===== config.mk =====
export PLATFORM = sky130hd
export DESIGN_NAME = lh_msg_framer
export DESIGN_NICKNAME = d
export VERILOG_FILES = /design/src/rtl/lh_pkg.sv /design/src/rtl/lh_byte_fifo.sv /design/src/rtl/lh_msg_framer.sv
export SDC_FILE = /design/constraint.sdc
export NUM_CORES = 1
export LEC_CHECK = 0
export ABC_AREA = 1
export BUFFER_PORTS_ARGS = -buffer_cell sky130_fd_sc_hd__buf_2
export CAP_MARGIN = 20
export CORE_AREA = 2 2 177 179
export CTS_CLUSTER_SIZE = 8
export DETAILED_ROUTE_END_ITERATION = 8
export DIE_AREA = 0 0 179 181
export GPL_TIMING_DRIVEN = 0
export SETUP_SLACK_MARGIN = 0.1
export SLEW_MARGIN = 0
export SYNTH_ARGS = -nofsm -noshare
export SYNTH_HDL_FRONTEND = slang
export SYNTH_SLANG_ARGS = --single-unit

===== constraint.sdc =====
create_clock -name clk -period 2.29 [get_ports clk]
set_input_delay 0.1145 -clock clk [delete_from_list [all_inputs] [get_ports clk]]
set_output_delay 0.1145 -clock clk [all_outputs]
set_load 0.05 [all_outputs]

===== src/rtl/lh_pkg.sv =====
// Shared types and constants for the light-hash message framer.
// Charset bounds are used only when LH_FRAMER_CHARSET_EN is defined.
package lh_pkg;

   localparam logic [7:0] LH_HEAD   = 8'hFF;
   localparam logic [7:0] LH_TAIL   = 8'h00;
   localparam logic [7:0] CS_LO_MIN = 8'h20;
   localparam logic [7:0] CS_LO_MAX = 8'h7E;
   localparam logic [7:0] CS_HI_MIN = 8'hA1;
   localparam logic [7:0] CS_HI_MAX = 8'hFE;

   typedef enum logic [2:0] {
      ST_IDLE,
      ST_HEAD,
      ST_PAYLOAD,
      ST_GAP,
      ST_TAIL,
      ST_WAIT_DIG
   } framer_state_t;

   typedef struct packed {
      logic       last;
      logic [7:0] data;
   } fifo_entry_t;

   function automatic logic is_reserved(input logic [7:0] b);
      return (b == LH_HEAD) || (b == LH_TAIL);
   endfunction

   function automatic logic in_charset(input logic [7:0] b);
      return ((b >= CS_LO_MIN) && (b <= CS_LO_MAX)) ||
             ((b >= CS_HI_MIN) && (b <= CS_HI_MAX));
   endfunction

endpackage


===== src/rtl/lh_byte_fifo.sv =====
// Synchronous FIFO with wrap-bit pointers and a registered not-full ready flag.
module lh_byte_fifo #(
   parameter int unsigned DEPTH = 16,
   parameter type entry_t = logic [8:0]
) (
   input  logic   clk,
   input  logic   rst_n,
   input  logic   push,
   input  entry_t push_data,
   input  logic   pop,
   output entry_t pop_data_c,
   output logic   empty_c,
   output logic   ready
);

   localparam int unsigned AW = $clog2(DEPTH);
   localparam int unsigned PW = AW + 1;

   entry_t        mem [DEPTH];
   logic [PW-1:0] wr_ptr;
   logic [PW-1:0] rd_ptr;
   logic [PW-1:0] wr_ptr_nxt;
   logic [PW-1:0] rd_ptr_nxt;
   logic          do_push;
   logic          do_pop;

   assign empty_c    = (wr_ptr == rd_ptr);
   assign do_pop     = pop && !empty_c;
   assign do_push    = push && ready;
   assign wr_ptr_nxt = wr_ptr + PW'(do_push);
   assign rd_ptr_nxt = rd_ptr + PW'(do_pop);
   assign pop_data_c = mem[rd_ptr[AW-1:0]];

   // Ready reflects the post-update occupancy, so a pop never frees a slot in the same cycle.
   always_ff @(posedge clk or negedge rst_n) begin
      if (!rst_n) begin
         wr_ptr <= '0;
         rd_ptr <= '0;
         ready  <= 1'b1;
      end else begin
         wr_ptr <= wr_ptr_nxt;
         rd_ptr <= rd_ptr_nxt;
         ready  <= ((wr_ptr_nxt ^ rd_ptr_nxt) != {1'b1, {AW{1'b0}}});
      end
   end

   always_ff @(posedge clk) begin
      if (do_push) mem[wr_ptr[AW-1:0]] <= push_data;
   end

endmodule


===== src/rtl/lh_msg_framer.sv =====
// Frames host messages as FF, payload, 00 and paces them to the hash core.
// Optional LH_FRAMER_CHARSET_EN adds a charset filter and the err_charset flag.
module lh_msg_framer
   import lh_pkg::*;
#(
   parameter int unsigned DEPTH    = 16,
   parameter int unsigned BYTE_GAP = 34,
   parameter int unsigned MAX_LEN  = 64
) (
   input  logic        clk,
   input  logic        rst_n,
   input  logic [7:0]  in_byte,
   input  logic        in_valid,
   input  logic        in_last,
   output logic        in_ready,
   output logic [7:0]  message_byte,
   output logic        message_valid,
   input  logic        digest_ready,
   output logic        busy,
   output logic        err_overflow,
   output logic [15:0] frame_count
`ifdef LH_FRAMER_CHARSET_EN
   ,
   output logic        err_charset
`endif
);

   localparam int unsigned LW = $clog2(MAX_LEN + 1);
   localparam int unsigned GW = $clog2(BYTE_GAP);

   framer_state_t state, state_nxt;
   framer_state_t ret, ret_nxt;
   logic [LW-1:0] len, len_nxt;
   logic [GW-1:0] gap_cnt, gap_nxt;
   logic          discard, discard_nxt;
   logic [7:0]    byte_nxt;
   logic          valid_nxt;
   logic          ovf_nxt;
   logic [15:0]   fc_nxt;
   logic          pop_c;
   logic          drop_c;
   logic          push_c;
   logic          fifo_empty_c;
   fifo_entry_t   push_entry_c;
   fifo_entry_t   pop_entry_c;

   // Dropped bytes carrying last become a tail-valued marker so the frame still closes.
`ifdef LH_FRAMER_CHARSET_EN
   logic cs_drop_c;
   logic cs_nxt;
   assign cs_drop_c = !is_reserved(in_byte) && !in_charset(in_byte);
   assign drop_c    = is_reserved(in_byte) || cs_drop_c;
`else
   assign drop_c    = is_reserved(in_byte);
`endif
   assign push_c            = in_valid && in_ready && (!drop_c || in_last);
   assign push_entry_c.last = in_last;
   assign push_entry_c.data = drop_c ? LH_TAIL : in_byte;

   lh_byte_fifo #(
      .DEPTH   (DEPTH),
      .entry_t (fifo_entry_t)
   ) u_fifo (
      .clk        (clk),
      .rst_n      (rst_n),
      .push       (push_c),
      .push_data  (push_entry_c),
      .pop        (pop_c),
      .pop_data_c (pop_entry_c),
      .empty_c    (fifo_empty_c),
      .ready      (in_ready)
   );

   always_ff @(posedge clk or negedge rst_n) begin
      if (!rst_n) begin
         state         <= ST_IDLE;
         ret           <= ST_PAYLOAD;
         len           <= '0;
         gap_cnt       <= '0;
         discard       <= 1'b0;
         message_byte  <= LH_HEAD;
         message_valid <= 1'b0;
         busy          <= 1'b0;
         err_overflow  <= 1'b0;
         frame_count   <= '0;
      end else begin
         state         <= state_nxt;
         ret           <= ret_nxt;
         len           <= len_nxt;
         gap_cnt       <= gap_nxt;
         discard       <= discard_nxt;
         message_byte  <= byte_nxt;
         message_valid <= valid_nxt;
         busy          <= (state_nxt != ST_IDLE);
         err_overflow  <= ovf_nxt;
         frame_count   <= fc_nxt;
      end
   end

   always_comb begin
      state_nxt   = state;
      ret_nxt     = ret;
      len_nxt     = len;
      gap_nxt     = gap_cnt;
      discard_nxt = discard;
      byte_nxt    = message_byte;
      valid_nxt   = 1'b0;
      ovf_nxt     = err_overflow;
      fc_nxt      = frame_count;
      pop_c       = 1'b0;
`ifdef LH_FRAMER_CHARSET_EN
      cs_nxt      = err_charset;
`endif

      // Overflowed message: flush remaining entries through its last flag.
      if (discard && !fifo_empty_c) begin
         pop_c = 1'b1;
         if (pop_entry_c.last) discard_nxt = 1'b0;
      end

      case (state)
         ST_IDLE: begin
            if (!fifo_empty_c && !discard) begin
               state_nxt = ST_HEAD;
               ovf_nxt   = 1'b0;
               len_nxt   = '0;
`ifdef LH_FRAMER_CHARSET_EN
               cs_nxt    = 1'b0;
`endif
            end
         end
         ST_HEAD: begin
            byte_nxt  = LH_HEAD;
            valid_nxt = 1'b1;
            ret_nxt   = ST_PAYLOAD;
            gap_nxt   = '0;
            state_nxt = ST_GAP;
         end
         ST_PAYLOAD: begin
            if (!fifo_empty_c) begin
               pop_c = 1'b1;
               if (pop_entry_c.last && (pop_entry_c.data == LH_TAIL)) begin
                  state_nxt = ST_TAIL;
               end else begin
                  byte_nxt  = pop_entry_c.data;
                  valid_nxt = 1'b1;
                  len_nxt   = len + LW'(1);
                  gap_nxt   = '0;
                  state_nxt = ST_GAP;
                  if (pop_entry_c.last) begin
                     ret_nxt = ST_TAIL;
                  end else if (len_nxt == LW'(MAX_LEN)) begin
                     ovf_nxt     = 1'b1;
                     discard_nxt = 1'b1;
                     ret_nxt     = ST_TAIL;
                  end else begin
                     ret_nxt = ST_PAYLOAD;
                  end
               end
            end
         end
         ST_GAP: begin
            if (gap_cnt == GW'(BYTE_GAP - 2)) state_nxt = ret;
            else gap_nxt = gap_cnt + GW'(1);
         end
         ST_TAIL: begin
            byte_nxt  = LH_TAIL;
            valid_nxt = 1'b1;
            state_nxt = ST_WAIT_DIG;
         end
         ST_WAIT_DIG: begin
            if (digest_ready) begin
               fc_nxt    = frame_count + 16'd1;
               state_nxt = ST_IDLE;
            end
         end
         default: state_nxt = ST_IDLE;
      endcase

`ifdef LH_FRAMER_CHARSET_EN
      if (in_valid && in_ready && cs_drop_c) cs_nxt = 1'b1;
`endif
   end

`ifdef LH_FRAMER_CHARSET_EN
   always_ff @(posedge clk or negedge rst_n) begin
      if (!rst_n) err_charset <= 1'b0;
      else        err_charset <= cs_nxt;
   end
`endif

endmodule


==> flow_summary.toml <==
[floorplan]
die_y_um = 181
core_um2 = 30300
die-width_um = 179
rows = 64
die_area_um2 = 32400
initial_core_util_pct = 29.7
ioPinCount = 41

[synth]
avgSynthCellArea_um2 = 10.2
dominantRegCellSynth = "edfxtp_1"
synth_fp_nets = 907
synthArstFlopShare_pct = 28.4
synth_edf_count = 144
synth.distinct_cells = 37
syn_inst = 886
yosys_warnings = 0
ys_ff_latch = 201
synthesis.area_um2 = 9020
ys_seq_area_share_pct = 63.9

[finish]
drive_above_1_share_pct = 27.4
layout_commonest_cell = "nand2_1"
fin_nets = 1032
stdcell_area_um2 = 11800
postLayoutCoreUtil_pct = 39.0
stdcell_count = 1418
final_cell_mix = "nand2_1, edfxtp_1, inv_1"
area_growth_pct = 31.1
n_antenna_cell = 0

[global_route]
grt_max_degree = 37
grt-ovfl-total = 0
antenna_found_initial = 0
grt_usage_pct = 14.5
grt_pass1_wl_um = 36400
grt_pass1_vias = 6376

[pwr]
p_seq_share_pct = 30.6
switching_share_pct = 39.8
pwr-share-clk_pct = 23.9
ir_worst_vdd_mv = 0.699
p_per_area_nw_per_um2 = 1350
netSwitchingPower_mw = 6.34
power.leakage_nw = 4.94
internal-power_mw = 9.60
comb_power_share_pct = 45.5
fin_total_pwr_mw = 15.9

[placement]
portBuffers = 40
dp_hpwl_um = 14600
place.gp.congestion = 0.831
pre_cts_slack_ns = -0.614
place_area_um2 = 9750
placedCellCount = 1324

[drt]
postRouteAntennaNets = 0
drc = 0
vias_per_cell = 4.72
first_pass_iters = 5
via_count = 6696
drt_iter0_drc = 552
wl_um = 23800
wl_per_cell_um = 16.8

[outcome]
violations = "negative setup slack"
status = "complete, but fails checks"

[worst_setup_path]
arrival_ns = 2.76
cp_slowest_stage_delay_ns = 0.39
worst_setup_path_end_kind = "register"
cpMaxStageDelayCell = "dfrtp_1"
crit_type = "register to register"
crit_fanout = 7
cp_common_cell = "nor2_2"
cp_cell_sequence = "buf_6 > buf_12 > buf_8 > o211ai_1 > nand3_2 > nand3_2 > nand2_2 > nor2_2 > nand2_1 > nor2_2 > nand2_2 > nand2_4 > buf_8 > nand2_4 > nor2_2 > nand2_1"
cp-start-kind = "register"
cp.required_ns = 2.72

[timing]
period_share_pct = 101
rsz0062_at_grt = "true"
fmax_ghz = 0.431
relSlewSlack_pct = 23.5
fin_skew_ns = 0.0158
drv_slew = 0
hold_viol = 0
whs_ns = 0.0614
setup_viol = 12
setup_tns_ns = -0.209
worst_slew_pin_slew_ns = 1.14
fin_ws_ns = -0.0323
min_period_ns = 2.32

[clock_network]
cts.clk_slew.worst_paths_ns = 0.05
cts_buffers = 29
clock_latency_ns = 0.55
ctsHtreeMaxLevel = 1
cts_tree = "done"
clk_path_buf_depth = 3
cts-root-buf = "clkbuf_16"
cts_sinks = 201

[worst_hold_path]
worst_hold_path_type = "input pin to register"

[run]
max-cap-violations = 0
[Yosys cell counts, types with 11 or more instances]
master / instances / share of area (%)
nand2_1: 221 / 9.2
nor2_1: 87 / 3.6
o21ai_0: 25 / 1.4
o211ai_1: 11 / 0.92
xor2_1: 20 / 1.9
xnor2_1: 15 / 1.5
inv_1: 92 / 3.8
buf_2: 13 / 0.72
edfxtp_1: 144 / 48
nand4_1: 11 / 0.76
dfrtp_1: 47 / 13
nand3_1: 114 / 6.3
[final timing paths]
kind	from	depth (start not counted)	to	slack, ns
setup / recovery	u_fifo.rd_ptr[0]	16	busy	-0.03
hold / removal	in_byte[3]	3	u_fifo.mem[5][3]	0.06
setup reg to reg	u_fifo.rd_ptr[0]	16	busy	-0.03
hold reg to reg	message_byte[1]	2	message_byte[1]	0.46
max in group asynchronous	rst_n	3	u_fifo.ready	1.57
min in group asynchronous	rst_n	2	gap_cnt[4]	0.08
[cell type report]
class / count / area (um^2)
Fill cell: 2869 / 18500
Sequential cell: 201 / 5770
Multi-Input combinational cell: 556 / 3220
Timing Repair Buffer: 94 / 863
Clock buffer: 39 / 763
Tap cell: 396 / 495
Inverter: 99 / 389
Buffer: 30 / 295
Clock inverter: 3 / 31.3
[sequential cells by signal, indices dropped and copies added (netlist names)]
signal         cells
gap_cnt            6
err_overflow       1
busy               1
u_fifo.mem       144
frame_count       16
message_valid      1
discard            1
u_fifo.rd_ptr      5
len                7
ret                2
u_fifo.wr_ptr      5
state              3
u_fifo.ready       1
message_byte       8
[worst max-delay path: cells and delay by family (launching register included)]
kind | cells | cell delay (ns)
compound gates | 1 | 0.21
buf+inv | 4 | 0.58
flops | 1 | 0.39
simple gates | 11 | 1.04
[power by group through the flow]
stage / clock, mW / sequential, mW / combinational, mW
CTS: 3.87 / 4.87 / 6.50
finish: 3.81 / 4.87 / 7.25
global placement: 0 / 4.88 / 5.07
global route: 4.04 / 4.93 / 7.78
floorplan: 0 / 5.20 / 3.26
detailed placement: 0 / 4.90 / 5.14
[logic make-up after synthesis]
kind of cell | after synthesis | share of synthesized area [%]
xor+xnor | 35 | 3.40
compound gates | 55 | 3.45
mux | 1 | 0.125
fa+ha+maj | 8 | 1.11
flops | 201 | 63.9
buf+inv | 129 | 6.35
simple gates | 457 | 21.7
[layer usage]
layer	GRT usage, %	wire length [um]	vias up
li1	-	-	3195
met1	20.0	10500	3269
met2	23.5	11400	202
met3	2.34	1500	30
met4	4.13	308	0
met5	0	0	-
[what timing repair did]
item,in CTS,in global routing
gates resized for setup,119,67
setup buffers,22,17
endpoints found under the setup margin,168,165
endpoints found under the hold margin,73,1
cloned,5,0
pin swaps,24,33
hold buffers,3,1
Note: power is estimated with default switching activity, not from simulation.
